### src/rtl/fp_mac_accumulator.sv
// fp_mac_accumulator: sums KERNEL_SIZE signed fixed-point products plus a
// per-window bias in a guarded accumulator. The window sum is saturated back
// to the data format and held on a valid/ready output until it is taken.
module fp_mac_accumulator #(
  parameter int INTEGER     = 2,
  parameter int FRACTION    = 14,
  parameter int KERNEL_SIZE = 9,
  parameter int GUARD       = 4
) (
  input  logic                          clk,
  input  logic                          rst_n,
  input  logic                          clear,
  input  logic                          in_valid,
  output logic                          in_ready,
  input  logic [INTEGER+FRACTION-1:0]   in_data,
  input  logic [INTEGER+FRACTION-1:0]   bias,
  output logic                          out_valid,
  input  logic                          out_ready,
  output logic [INTEGER+FRACTION-1:0]   out_data,
  output logic                          out_sat
);

  localparam int W  = INTEGER + FRACTION;
  localparam int AW = W + GUARD;
  localparam int CW = (KERNEL_SIZE > 1) ? $clog2(KERNEL_SIZE) : 1;

  localparam logic [CW-1:0] CNT_ZERO = CW'(0);
  localparam logic [CW-1:0] CNT_ONE  = CW'(1);
  localparam logic [CW-1:0] CNT_LAST = CW'(KERNEL_SIZE - 1);

  typedef enum logic [1:0] {
    IDLE  = 2'd0,
    ACCUM = 2'd1,
    HOLD  = 2'd2
  } state_t;

  state_t          state_r;
  logic [CW-1:0]   count_r;
  logic [AW-1:0]   acc_r;
  logic            in_ready_r;
  logic            out_valid_r;
  logic [W-1:0]    out_data_r;
  logic            out_sat_r;

  logic [AW-1:0]   ext_data_s;
  logic [AW-1:0]   ext_bias_s;
  logic [AW-1:0]   base_s;
  logic [AW-1:0]   sum_s;
  logic            last_s;
  logic [W:0]      sat_s;

  // Clip a guarded sum to the data width; MSB of the result flags clipping.
  // The sum fits when its top GUARD+1 bits are all copies of the sign bit.
  function automatic logic [W:0] sat_fn(input logic [AW-1:0] s);
    logic [GUARD:0] top;
    logic [W:0]     res;
    top = s[AW-1:W-1];
    if (!s[AW-1] && (top != {(GUARD+1){1'b0}})) begin
      res = {1'b1, 1'b0, {(W-1){1'b1}}};
    end else if (s[AW-1] && (top != {(GUARD+1){1'b1}})) begin
      res = {1'b1, 1'b1, {(W-1){1'b0}}};
    end else begin
      res = {1'b0, s[W-1:0]};
    end
    return res;
  endfunction

  // Running-sum datapath: the first beat of a window starts from the bias.
  always_comb begin
    ext_data_s = {{GUARD{in_data[W-1]}}, in_data};
    ext_bias_s = {{GUARD{bias[W-1]}}, bias};
    if (count_r == CNT_ZERO) begin
      base_s = ext_bias_s;
    end else begin
      base_s = acc_r;
    end
    sum_s  = base_s + ext_data_s;
    last_s = (count_r == CNT_LAST);
    sat_s  = sat_fn(sum_s);
  end

  // Window control FSM with registered handshake and result outputs.
  always_ff @(posedge clk or negedge rst_n) begin
    if (!rst_n) begin
      state_r     <= IDLE;
      count_r     <= CNT_ZERO;
      acc_r       <= {AW{1'b0}};
      in_ready_r  <= 1'b0;
      out_valid_r <= 1'b0;
      out_data_r  <= {W{1'b0}};
      out_sat_r   <= 1'b0;
    end else if (state_r == IDLE) begin
      state_r    <= ACCUM;
      in_ready_r <= 1'b1;
    end else if (clear) begin
      state_r     <= ACCUM;
      count_r     <= CNT_ZERO;
      acc_r       <= {AW{1'b0}};
      in_ready_r  <= 1'b1;
      out_valid_r <= 1'b0;
      out_sat_r   <= 1'b0;
    end else begin
      case (state_r)
        ACCUM: begin
          if (in_valid) begin
            if (last_s) begin
              out_data_r  <= sat_s[W-1:0];
              out_sat_r   <= sat_s[W];
              out_valid_r <= 1'b1;
              in_ready_r  <= 1'b0;
              count_r     <= CNT_ZERO;
              acc_r       <= {AW{1'b0}};
              state_r     <= HOLD;
            end else begin
              acc_r   <= sum_s;
              count_r <= count_r + CNT_ONE;
            end
          end
        end
        HOLD: begin
          if (out_ready) begin
            out_valid_r <= 1'b0;
            in_ready_r  <= 1'b1;
            state_r     <= ACCUM;
          end
        end
        default: begin
          state_r     <= IDLE;
          count_r     <= CNT_ZERO;
          acc_r       <= {AW{1'b0}};
          in_ready_r  <= 1'b0;
          out_valid_r <= 1'b0;
        end
      endcase
    end
  end

  assign in_ready  = in_ready_r;
  assign out_valid = out_valid_r;
  assign out_data  = out_data_r;
  assign out_sat   = out_sat_r;

endmodule
### config.mk
export PLATFORM = sky130hd
export DESIGN_NAME = fp_mac_accumulator
export DESIGN_NICKNAME = d
export VERILOG_FILES = /design/src/rtl/fp_mac_accumulator.sv
export SDC_FILE = /design/constraint.sdc
export NUM_CORES = 1
export LEC_CHECK = 0
export ABC_CLOCK_PERIOD_IN_PS = 5600
export BUFFER_PORTS_ARGS = -buffer_cell sky130_fd_sc_hd__buf_2
export CAP_MARGIN = 20
export CORE_UTILIZATION = 50
export CTS_CLUSTER_DIAMETER = 150
export DETAILED_ROUTE_END_ITERATION = 6
export PLACE_DENSITY = 0.73
export REMOVE_ABC_BUFFERS = 1
export SYNTH_ARGS = -nofsm -noshare
export SYNTH_HDL_FRONTEND = slang
export SYNTH_SLANG_ARGS = --single-unit
### constraint.sdc
create_clock -name clk -period 5.6 [get_ports clk]
set_clock_uncertainty 0.1 [all_clocks]
set_input_delay 0.56 -clock clk [delete_from_list [all_inputs] [get_ports clk]]
set_output_delay 0.56 -clock clk [all_outputs]
set_load 0.01 [all_outputs]
# ---- Word-level counts from Yosys, hierarchy flattened
# Index checks and enable logic that the tools add are counted.
dict set report totals {
  word_cells 68
  reg_bits 45
}
dict set report op_classes {
  bitwise_logic 2
  n_eq_ne 11
  n_addsub 2
  muxes 32
  reduce_logical 14
}
# operator n
set op_table {}
lappend op_table {{20-bit 2-to-1 mux} 4}
lappend op_table {{20-bit one-hot mux with 2 select lines} 1}
lappend op_table {{17-bit 2-to-1 mux} 2}
lappend op_table {{20-bit adder} 1}
lappend op_table {{1-bit 2-to-1 mux} 13}
lappend op_table {{4-bit 2-to-1 mux} 3}
lappend op_table {{4-bit inequality test (second input constant)} 3}
lappend op_table {{2-bit 2-to-1 mux} 5}
lappend op_table {{3-bit inequality test (second input constant)} 3}
lappend op_table {{4-bit one-hot mux with 2 select lines} 1}
lappend op_table {{4-bit AND reduction} 2}
lappend op_table {{3-bit AND reduction} 2}
lappend op_table {{2-bit nonzero test} 3}
lappend op_table {{5-bit inequality test (second input constant)} 1}
lappend op_table {{5-bit AND reduction} 1}
lappend op_table {{5-bit nonzero test} 1}
lappend op_table {{4-bit by 1-bit adder with 4-bit output (second input constant)} 1}
lappend op_table {{4-bit == test (second input constant)} 1}
lappend op_table {{4-bit logical NOT} 1}
lappend op_table {{1-bit one-hot mux with 2 select lines} 2}
lappend op_table {{2-bit one-hot mux with 2 select lines} 1}
lappend op_table {{2-bit by 1-bit == test with 1-bit output (second input constant)} 1}
lappend op_table {{2-bit == test (second input constant)} 1}
lappend op_table {{1-bit logical AND} 2}
lappend op_table {{4 further kinds} 5}

# ---- Depth between registers and ports, before layout
# Gate-level depths: netlist (run 1).
dict set report depth {
  ltp_word 11
  ltp_mapped 18
  mapped_depth_nobuf 15
}

# ---- Least setup slack after synthesis (run 1)
# Ideal clock, no wire load.
dict set report synth_path {
  path_type {reg2reg}
  startpoint {reg count_r[0]}
  endpoint {reg out_data_r[7], in the netlist out_data[7]}
  required_ns 5.377
  t_arrival_ns 4.174
  stages_incl_launch_ff 19
  slack_ns 1.203
  synth_period_minus_slack_ns 4.397
  n_path_buf 3
  setup_time_ns 0.123
  path_cell_list {dfrtp_1 > inv_1 > ha_1 > or3b_2 > clkbuf_1 > clkbuf_1 > mux2_2 > ha_1 > inv_1 > fa_1 > nand2b_1 > a21o_1 > a211o_1 > or4_1 > o211ai_1 > a41oi_2 > buf_2 > nor3_1 > nor3_1}
}
dict set report synth_between {
  elab_chain_len 7
  word_cells_on_any_way 12
  cone_classes {add/sub: 1; eq/ne: 2; mux: 3; reduce/logical: 6}
}
# element line_no
set synth_rtl {}
lappend synth_rtl {{start, declared} 38} ;# logic [CW-1:0] count_r;
lappend synth_rtl {{start signal, assigned} 116} ;# count_r <= count_r + CNT_ONE;
lappend synth_rtl {{4-bit logical NOT} 72} ;# if (count_r == CNT_ZERO) begin
lappend synth_rtl {{20-bit 2-to-1 mux} 72}
lappend synth_rtl {{20-bit adder} 77} ;# sum_s = base_s + ext_data_s;
lappend synth_rtl {{5-bit inequality test} 60} ;# end else if (s[AW-1] && (top != {(GUARD+1){1'b1}})) begin
lappend synth_rtl {{1-bit logical AND} 60}
lappend synth_rtl {{17-bit 2-to-1 mux} 60}
lappend synth_rtl {{17-bit 2-to-1 mux} 58} ;# if (!s[AW-1] && (top != {(GUARD+1){1'b0}})) begin
lappend synth_rtl {{end signal, assigned} 90} ;# out_data_r <= {W{1'b0}};
lappend synth_rtl {{end signal, assigned} 107} ;# out_data_r <= sat_s[W-1:0];
lappend synth_rtl {{end, declared} 42} ;# logic [W-1:0] out_data_r;
# Parallel ways exist; a longest one is shown, timed or not.
# A chain may end at the register's enable or synchronous reset.

# ---- Worst setup path in the final report (run 1)
dict set report layout_path {
  startpoint {reg count_r[0]}
  endpoint {reg out_sat_r, in the netlist out_sat}
}
dict set report layout_between {
  elab_chain_len 11
  word_cells_on_any_way 17
  cone_classes {add/sub: 1; eq/ne: 2; mux: 7; reduce/logical: 7}
}
# element line_no
set layout_rtl {}
lappend layout_rtl {{4-bit logical NOT} 72}
lappend layout_rtl {{20-bit 2-to-1 mux} 72}
lappend layout_rtl {{20-bit adder} 77}
lappend layout_rtl {{5-bit inequality test} 60}
lappend layout_rtl {{1-bit logical AND} 60}
lappend layout_rtl {{17-bit 2-to-1 mux} 60}
lappend layout_rtl {{17-bit 2-to-1 mux} 58}
lappend layout_rtl {{1-bit 2-to-1 mux} 106} ;# if (last_s) begin
lappend layout_rtl {{1-bit 2-to-1 mux} 105} ;# if (in_valid) begin
lappend layout_rtl {{1-bit 2-to-1 mux} 103} ;# case (state_r)
lappend layout_rtl {{1-bit 2-to-1 mux} 95} ;# end else if (clear) begin
lappend layout_rtl {{end signal, assigned} 108} ;# out_sat_r <= sat_s[W];
lappend layout_rtl {{end, declared} 43} ;# logic out_sat_r;
# Parallel ways exist; a longest one is shown, timed or not. The select of a mux whose other input is x is not followed.

==> results of run 1 <==
==> synth_stat cells, types with 3 or more instances <==
master    instances  area [um^2]
a211oi_1          4         30.0
a21o_1           11         82.6
and3_1            4         25.0
nand4_1           4         25.0
clkbuf_1         16         60.1
ha_1             21          263
a21oi_1          16         80.1
nand2_1          34          128
nor2_1           31          116
nand3_1           4         20.0
mux2_2           15          169
inv_1            12         45.0
xnor2_1           8         70.1
a22o_1           11         96.3
nor3_1           18         90.1
o21a_1            4         30.0
o211ai_1          6         45.0
o21ai_0          27          135
nand2b_1          3         18.8
dfrtp_1          45         1130
xor2_1            9         78.8
o31ai_1           3         22.5
==> critical path: cells and delay by family (launching register included) <==
family	cells	cell delay (ns)
mux	1	0.32
simple gates	3	1.33
compound gates	5	1.59
flops	1	0.43
buf+inv	2	0.14
fa+ha+maj	3	0.73
==> routing by layer <==
metal	global-route usage	wire, um	up-vias
met5	0	0	-
met4	0.0536	53	0
met3	0.0393	334	5
met2	0.421	3630	64
met1	0.322	3650	1362
li1	-	-	1361
==> kinds of logic (layout without fill, tap and decap cells) <==
family	Yosys count	in the layout	share of synthesized area
compound gates	105	105	0.233
xor+xnor	17	17	0.0475
fa+ha+maj	22	22	0.0903
buf+inv	32	77	0.0439
flops	45	45	0.360
mux	16	16	0.0587
simple gates	111	111	0.167
==> power breakdown <==
part	total, mW	switching, mW	internal [mW]
clock network	0.241	0.111	0.130
logic	0.735	0.439	0.296
registers	0.417	0.0347	0.382
==> cells in the final DEF (no fill, tap or decap), drive strengths merged, types with 4 or more instances in the layout <==
| master | instances |
|---|---|
| inv | 12 |
| and3 | 4 |
| dfrtp | 45 |
| clkbuf | 5 |
| o211ai | 6 |
| buf | 58 |
| nor2 | 31 |
| nand4 | 4 |
| o21a | 4 |
| o21ai | 28 |
| xnor2 | 8 |
| a21oi | 16 |
| xor2 | 9 |
| a211oi | 5 |
| mux2 | 16 |
| nor3 | 18 |
| a21o | 11 |
| a22o | 11 |
| nand2 | 34 |
| nand3 | 4 |
| ha | 21 |
==> layout make-up <==
cell class                      count  area [um^2]
Clock buffer                        5         68.8
Inverter                           12         45.0
Tap cell                           75         93.8
Sequential cell                    45         1130
Fill cell                         535         2440
Clock inverter                      2         35.0
Multi-Input combinational cell    271         1870
Timing Repair Buffer               58          310
==> worst paths after layout <==
path | startpoint | endpoint
worst min-delay path | rst_n | out_data[7]$_DFFE_PN0P_
worst max-delay path | count_r[0]$_DFFE_PN0P_ | out_sat$_DFFE_PN0P_
min in group clk | out_data[5]$_DFFE_PN0P_ | out_data[5]$_DFFE_PN0P_
worst min register to register | out_data[5]$_DFFE_PN0P_ | out_data[5]$_DFFE_PN0P_
max in group asynchronous | rst_n | acc_r[16]$_DFFE_PN0P_
worst max register to register | count_r[0]$_DFFE_PN0P_ | out_sat$_DFFE_PN0P_
==> state kept, by name, summed over array words and instances (netlist names) <==
| name | flops |
|---|---|
| out_data | 16 |
| in_ready | 1 |
| state_r | 2 |
| out_valid | 1 |
| out_sat | 1 |
| acc_r | 20 |
| count_r | 4 |
==> stage by stage <==
stage,setup slack (ns),cells,total power [mW],util
floorplan,1.17,328,0.967,-
global route,0.596,468,1.49,0.593
CTS,0.885,467,1.39,0.590
global placement,1.05,460,1.13,0.572
detailed placement,0.880,460,1.14,0.572
finish,0.862,468,1.39,0.593
==> out/qor.csv, run 1 <==
stage,metric,value,unit
clock_tree,register clock-pin slew on the reported worst setup and hold paths,0.09,ns
clock_tree,count of hold-fix buffers inserted at cts,0,
placed_design,Post-DP HPWL,5590,um
final_layout,share of cells above drive strength 1,0.221,
critical_path,cell count of the worst reg-to-reg path,14,
global_route,wire length of the first global-routing pass,12200,um
logic_synthesis,yosys warns,0,
power,leakage,1.75,nW
logic_synthesis,fraction of synthesis flops using an asynchronous set or reset pin,1.00,
sta,number of pins exceeding their max-slew limit in the final report,0,
clock_tree,H-tree levels,2,
sta,Final Cycle Share,0.846,
critical_path,element type at the critical path start,flop,
placed_design,Placement Cell Area,3430,um^2
logic_synthesis,total of flip-flops plus latches after synthesis,45,
power,Peak supply drop,208,uV
sta,final-report setup violation count,0,
clock_tree,CTS-repair resized insts,0,
sta,total negative slack for setup checks,0,ns
final_layout,number of nets at the end of the flow,452,
sta,minimum clock period,4.74,ns
floorplan,top-level port count,56,
final_layout,total inserted antenna cells,0,
detailed_routing,via density per instance,5.97,
floorplan,die area,6580,um^2
critical_path,startpoint-to-endpoint class of the critical path,reg -> reg,
floorplan,initial core utilization,0.523,
detailed_routing,initial detailed-routing violation count,134,
detailed_routing,antenna-violating nets left,0,
clock_tree,total setup buffers inserted after CTS,0,
logic_synthesis,Synth Instances,348,
critical_path,Max stage delay on crit path,0.72,ns
power,power density over the cells,392,nW/um^2
detailed_routing,DRC violations left,0,
detailed_routing,total routed wirelength,7660,um
clock_tree,Root Buffer,clkbuf_8,
critical_path,worst setup slack for register-to-register paths,0.86,ns
placed_design,gpl congestion,0.887,
critical_path,kind of end point of the critical path,flop,
logic_synthesis,number of distinct library cell variants in the gate-level netlist after synthesis,53,
final_layout,area added between synthesis and finish,13.5,%
sta,normalized max-slew margin,0.319,
detailed_routing,first-pass iteration count of the detailed router,4,
worst_hold_path,Tightest Hold Check Type,in -> async,
clock_tree,clock latency of the later-clocked register in the worst-skew pair,0.30,ns
critical_path,CP Data Required Time,5.69,ns
placed_design,Port Buffers,55,
logic_synthesis,"EDFF count, synth",0,
detailed_routing,WL per Instance,16.4,um
clock_tree,clock sink total,45,
clock_tree,Num CTS Buffers,5,
floorplan,standard-cell row count,28,
critical_path,CP Data Arrival Time,4.83,ns
run_status,result of the run,completed,
global_route,total routing usage reported by global routing,0.245,
critical_path,cell chain of the critical path,inv_1 > ha_1 > or3b_2 > mux2_2 > ha_1 > inv_1 > fa_1 > nand2b_1 > a21o_1 > a211o_1 > or4_1 > o211ai_1 > a41oi_2 > a221o_1,
floorplan,core area,5990,um^2
logic_synthesis,netlist area before placement,3130,um^2
logic_synthesis,syn_area_per_cell,9.00,um^2
sta,RSZ-0062 raised after global routing,false,
floorplan,horizontal extent of the die,81.1,um
global_route,antenna violations before repair,0,
global_route,aggregate global routing overflow,0,
critical_path,maximum fanout count along the critical path,21,
logic_synthesis,sequential area share after synthesis,0.360,
run,Max-Cap Viols,0,
critical_path,slowest library cell on the worst path,or3b_2,
global_route,vias in the first global route,2617,
sta,Final Hold Violating Endpoints,0,
sta,Max Clock Freq,0.211,GHz
sta,Worst Hold Margin,0.0901,ns
logic_synthesis,top_reg_cell synth,dfrtp_1,
sta,slew of the pin with the lowest slew margin,1.02,ns
clock_tree,clock tree from TritonCTS,done,
floorplan,Chip Height,81.1,um
global_route,maximum number of pins on one net before global-route repair,46,
clock_tree,worst-case clock buffer depth,2,
detailed_routing,vias after detailed routing,2792,
final_layout,Post-Layout Inst Area,3550,um^2
Note: power is estimated with default switching activity, not from simulation.
==> inputs of run 2 (changes only) <==
ABC_CLOCK_PERIOD_IN_PS = 4000   (was 5600)
PLACE_DENSITY = 0.76   (was 0.73)
clock period = 4 ns   (was 5.6 ns; I/O delays follow)
==> out/qor.csv, run 2 (synthesis results as in run 1) <==
stage,metric,value,unit
critical_path,cell family with the largest share of critical-path delay,compound AO/OA/AOI/OAI gates,
final_layout,final-layout fill cell count,419,
clock_tree,clock tree from TritonCTS,done,
critical_path,cell repeated most along the worst path,buf_6,
power,leakage,2.10,nW
sta,number of pins exceeding their max-slew limit in the final report,0,
power,power density over the cells,591,nW/um^2
placed_design,Post-DP HPWL,6150,um
final_layout,register ranked first by flip-flop count,acc_r,
floorplan,standard-cell row count,28,
floorplan,Chip Height,81.1,um
placed_design,gpl congestion,0.922,
clock_tree,Root Buffer,clkbuf_8,
global_route,vias in the first global route,2913,
critical_path,cell chain of the critical path,inv_1 > ha_2 > or3b_4 > buf_6 > mux2_2 > ha_4 > o211ai_1 > a21o_1 > buf_6 > a211oi_4 > a2111oi_2 > a211o_1 > nor4_4 > nor3_4 > buf_6 > a311oi_2,
placed_design,count of placed standard cells including taps,508,
detailed_routing,total routed wirelength,9550,um
sta,Max Clock Freq,0.244,GHz
final_layout,share of cells above drive strength 1,0.408,
global_route,antenna violations before repair,0,
detailed_routing,WL per Instance,18.2,um
clock_tree,register clock-pin slew on the reported worst setup and hold paths,0.09,ns
critical_path,maximum fanout count along the critical path,8,
detailed_routing,antenna-violating nets left,0,
critical_path,slowest library cell on the worst path,nor4_4,
floorplan,initial core utilization,0.523,
final_layout,Final Non-Filler Cells,526,
final_layout,total inserted antenna cells,0,
placed_design,Place WS,-0.261,ns
critical_path,element type at the critical path start,flop,
critical_path,CP Depth,16,
final_layout,Post-Layout Inst Area,4340,um^2
final_layout,"leading cell types in the layout, fill and taps excluded","buf_2, buf_4, dfrtp_1",
clock_tree,Num CTS Buffers,5,
detailed_routing,initial detailed-routing violation count,235,
power,Peak supply drop,354,uV
global_route,total routing usage reported by global routing,0.268,
detailed_routing,DRC violations left,0,
run_status,result of the run,"finished, violations left",
clock_tree,worst-case clock buffer depth,2,
sta,RSZ-0062 raised after global routing,true,
critical_path,kind of end point of the critical path,flop,
floorplan,core area,5990,um^2
floorplan,die area,6580,um^2
sta,slew of the pin with the lowest slew margin,1.07,ns
clock_tree,H-tree levels,2,
detailed_routing,first-pass iteration count of the detailed router,4,
global_route,maximum number of pins on one net before global-route repair,46,
critical_path,cell count of the worst reg-to-reg path,16,
detailed_routing,vias after detailed routing,3180,
floorplan,top-level port count,56,
sta,normalized max-slew margin,0.287,
sta,minimum clock period,4.10,ns
critical_path,number of buffer and inverter stages on the critical path,4,
final_layout,area added between synthesis and finish,38.4,%
critical_path,startpoint-to-endpoint class of the critical path,reg -> reg,
sta,final-report setup violation count,14,
critical_path,Max stage delay on crit path,0.42,ns
worst_hold_path,Tightest Hold Check Type,in -> reg,
clock_tree,clock sink total,45,
detailed_routing,via density per instance,6.05,
sta,final worst slack,-0.0989,ns
placed_design,Placement Cell Area,3790,um^2
critical_path,CP Data Required Time,4.12,ns
clock_tree,clock latency of the later-clocked register in the worst-skew pair,0.32,ns
worst_hold_path,cell depth of the worst hold path,2,
critical_path,CP Data Arrival Time,4.22,ns
floorplan,horizontal extent of the die,81.1,um
placed_design,Port Buffers,55,
global_route,wire length of the first global-routing pass,13500,um
run_status,violated checks,setup timing,
global_route,aggregate global routing overflow,0,
final_layout,max FFs per register,20,
sta,Final Cycle Share,1.02,
sta,Final Hold Violating Endpoints,0,
run,Max-Cap Viols,0,
final_layout,number of nets at the end of the flow,510,
final_layout,post-route core utilization,0.724,
[run 2: cell types whose count changed in the layout (fill, tap and decap cells not counted), sizes merged]
cell / before / now
buf: 58 / 115
dlygate4sd3: 0 / 1
[run 2: timing repair]
item | CTS | global route
pin swaps | 5 | 24
endpoints found under the setup margin | 16 | 16
setup buffers | 2 | 7
hold buffers | 0 | 1
hold endpoints to repair | 0 | 3
gates resized for setup | 10 | 58
[run 2: layout make-up]
type	count	area, um^2	area share
flip-flops and latches	45	1130	0.260
repair buffers	116	763	0.176
clock buffers	5	68.8	0.0159
well taps	75	93.8	0.0216
inverters	12	45.0	0.0104
clock inverters	2	35.0	0.00808
multi-input cells	271	2200	0.508
[run 2: path summary, 6_finish.rpt]
path	from	end	slack, ns
min reg2reg	out_data[5]$_DFFE_PN0P_	out_data[5]$_DFFE_PN0P_	0.39
min in group asynchronous	rst_n	acc_r[12]$_DFFE_PN0P_	0.34
min	clear	state_r[1]$_DFFE_PN0P_	0.28
max	count_r[0]$_DFFE_PN0P_	out_data[1]$_DFFE_PN0P_	-0.1
max in group asynchronous	rst_n	acc_r[14]$_DFFE_PN0P_	3.03
max reg2reg	count_r[0]$_DFFE_PN0P_	out_data[1]$_DFFE_PN0P_	-0.1
[run 2: metal layers]
| metal | up-vias | GRT usage | share of wire |
|---|---|---|---|
| met2 | 133 | 0.458 | 0.50 |
| met4 | 0 | 0.0929 | 0.038 |
| met1 | 1532 | 0.341 | 0.42 |
| li1 | 1475 | - | - |
| met5 | - | 0 | 0 |
| met3 | 40 | 0.0416 | 0.050 |
[run 2: power breakdown]
part / internal (mW) / switching, mW / total, mW
Combinational: 0.756 / 0.865 / 1.62
Sequential: 0.535 / 0.0479 / 0.583
Clock: 0.182 / 0.174 / 0.356
Total: 1.47 / 1.09 / 2.56
[run 2: worst register-to-register path, stage by stage, from the launching register on]
cell,delay [ns]
dfrtp_1,0.40
inv_1,0.07
ha_2,0.16
or3b_4,0.41
buf_6,0.16
mux2_2,0.30
ha_4,0.30
o211ai_1,0.11
a21o_1,0.20
buf_6,0.13
a211oi_4,0.30
a2111oi_2,0.12
a211o_1,0.34
nor4_4,0.42
nor3_4,0.09
buf_6,0.19
a311oi_2,0.20
[run 2: metrics by stage]
stage / hold WS (ns) / TNS [ns] / total power [mW]
floorplan: 0.00441 / -4.75 / 1.35
global placement: 0.360 / -4.71 / 1.82
detailed placement: 0.369 / -2.62 / 1.86
CTS: 0.211 / 0 / 2.28
global route: 0.296 / -2.52 / 2.70
finish: 0.279 / -0.831 / 2.56
==> inputs of run 3 (changes only) <==
BUFFER_PORTS_ARGS = -buffer_cell sky130_fd_sc_hd__buf_4   (was -buffer_cell sky130_fd_sc_hd__buf_2)
CORE_ASPECT_RATIO = 0.7   (was unset)
==> out/qor.csv, run 3 (synthesis results as in run 1) <==
stage,metric,value,unit
run_status,violated checks,"hold timing, setup timing",
placed_design,count of placed standard cells including taps,516,
detailed_routing,DRC violations left,0,
floorplan,die area,6590,um^2
critical_path,worst setup slack for register-to-register paths,-0.25,ns
critical_path,startpoint-to-endpoint class of the critical path,reg -> reg,
final_layout,share of cells above drive strength 1,0.425,
placed_design,Post-DP HPWL,6790,um
global_route,antenna violations before repair,0,
floorplan,horizontal extent of the die,96.6,um
critical_path,cell count of the worst reg-to-reg path,18,
critical_path,CP Data Arrival Time,4.39,ns
critical_path,element type at the critical path start,flop,
detailed_routing,WL per Instance,20.1,um
sta,Final Hold Violating Endpoints,24,
clock_tree,Root Buffer,clkbuf_8,
floorplan,core area,5870,um^2
final_layout,total inserted antenna cells,0,
clock_tree,Num CTS Buffers,5,
final_layout,Post-Layout Inst Area,4550,um^2
sta,minimum clock period,4.25,ns
power,Peak supply drop,369,uV
clock_tree,H-tree levels,2,
detailed_routing,vias after detailed routing,3328,
power,power after layout,2.81,mW
global_route,total routing usage reported by global routing,0.330,
critical_path,CP Data Required Time,4.13,ns
clock_tree,worst-case clock buffer depth,2,
detailed_routing,total routed wirelength,10700,um
detailed_routing,initial detailed-routing violation count,357,
sta,number of pins exceeding their max-slew limit in the final report,0,
placed_design,gpl congestion,0.919,
final_layout,"leading cell types in the layout, fill and taps excluded","buf_4, dfrtp_1, nand2_1",
run,Max-Cap Viols,0,
final_layout,max FFs per register,20,
sta,slew of the pin with the lowest slew margin,1.09,ns
global_route,maximum number of pins on one net before global-route repair,46,
detailed_routing,antenna-violating nets left,0,
critical_path,startpoint of the worst register-to-register path,count_r[0]$_DFFE_PN0P_,
final_layout,post-route core utilization,0.776,
final_layout,Final Non-Filler Cells,534,
final_layout,final-layout fill cell count,375,
critical_path,Critical R2R Capture,out_data[6]$_DFFE_PN0P_,
final_layout,number of nets at the end of the flow,517,
floorplan,top-level port count,56,
detailed_routing,via density per instance,6.23,
placed_design,Placement Cell Area,4000,um^2
run_status,result of the run,"finished, violations left",
clock_tree,count of hold-fix buffers inserted at cts,0,
floorplan,standard-cell row count,23,
final_layout,most common library cell in the layout ignoring fill and taps,buf_4,
clock_tree,clock latency of the later-clocked register in the worst-skew pair,0.32,ns
global_route,wire length of the first global-routing pass,15900,um
power,leakage,2.17,nW
floorplan,initial core utilization,0.533,
final_layout,register ranked first by flip-flop count,acc_r,
global_route,vias in the first global route,3078,
placed_design,Port Buffers,55,
sta,Worst Hold Margin,-0.0276,ns
worst_hold_path,Tightest Hold Check Type,in -> async,
sta,Max Clock Freq,0.235,GHz
clock_tree,register clock-pin slew on the reported worst setup and hold paths,0.10,ns
sta,normalized max-slew margin,0.274,
critical_path,kind of end point of the critical path,flop,
sta,final worst slack,-0.251,ns
clock_tree,clock tree from TritonCTS,done,
sta,Final Cycle Share,1.06,
floorplan,Chip Height,68.2,um
sta,final-report setup violation count,16,
sta,RSZ-0062 raised after global routing,true,
final_layout,area added between synthesis and finish,45.4,%
power,power density over the cells,617,nW/um^2
clock_tree,clock sink total,45,
critical_path,maximum fanout count along the critical path,7,
global_route,aggregate global routing overflow,0,
sta,total negative slack for setup checks,-3.12,ns
detailed_routing,first-pass iteration count of the detailed router,5,
==> run 3: cell count changes in the layout (fill, tap and decap cells not counted), moves of 3 or more <==
cell     delta
o21ai_1     -3
nor2_1      -5
buf_4      +61
buf_2      -55
nor2_4      +3
nor3_4      -3
nor3_2      +3
==> run 3: worst max-delay path, stage by stage (launching register included) <==
cell      delay, ns
dfrtp_1        0.39
inv_1          0.07
ha_2           0.17
or3b_4         0.41
buf_6          0.14
buf_12         0.13
mux2_4         0.31
ha_4           0.29
o211ai_1       0.11
o211ai_1       0.43
a31oi_2        0.23
o221ai_2       0.31
buf_4          0.16
xor2_1         0.11
a41oi_4        0.26
buf_6          0.19
buf_8          0.15
nor2_4         0.04
o21ai_2        0.14
==> run 3: how the worst max path moves through the flow <==
stage	from	slack, ns	endpoint
floorplan	count_r[0]$_DFFE_PN0P_	-0.43	out_data[0]$_DFFE_PN0P_
detailed placement	count_r[1]$_DFFE_PN0P_	-0.37	out_data[1]$_DFFE_PN0P_
finish	count_r[0]$_DFFE_PN0P_	-0.25	out_data[6]$_DFFE_PN0P_
global placement	count_r[0]$_DFFE_PN0P_	-0.51	out_data[13]$_DFFE_PN0P_
CTS	count_r[1]$_DFFE_PN0P_	-0.05	out_data[6]$_DFFE_PN0P_
global route	count_r[0]$_DFFE_PN0P_	-0.32	out_data[6]$_DFFE_PN0P_
==> run 3: power breakdown <==
group | internal [mW] | switching (mW) | leakage [nW]
registers | 0.535 | 0.0517 | 0.602
clock network | 0.248 | 0.170 | 0.0681
logic | 0.848 | 0.955 | 1.50
total | 1.63 | 1.18 | 2.17
==> run 3: final cells by class <==
type / count / area (um^2) / area share
tap: 75 / 93.8 / 0.0206
inverter: 12 / 45.0 / 0.00989
timing repair buffer: 123 / 962 / 0.211
clock buffer: 5 / 68.8 / 0.0151
multi-input combinational: 271 / 2190 / 0.482
sequential: 45 / 1130 / 0.247
clock inverter: 3 / 65.1 / 0.0143
==> run 3: timing repair <==
item,in CTS,in global routing
hold endpoints to repair,0,0
setup endpoints to repair,16,16
cloned,0,0
resized for setup,38,33
pin swaps,12,21
buffers inserted,7,3
==> run 3: through the flow <==
stage               hold WS (ns)  worst slack (ns)
floorplan                0.00441            -0.431
finish                   -0.0276            -0.251
global placement           0.341            -0.506
CTS                      0.00625           -0.0522
detailed placement         0.349            -0.370
global route              0.0348            -0.324
==> run 3: per-layer routing <==
metal / global-route usage / vias up / wire length, um
li1: - / 1494 / -
met1: 0.465 / 1595 / 4640
met2: 0.513 / 201 / 4940
met3: 0.0500 / 38 / 827
met4: 0.127 / 0 / 337
met5: 0 / - / 0
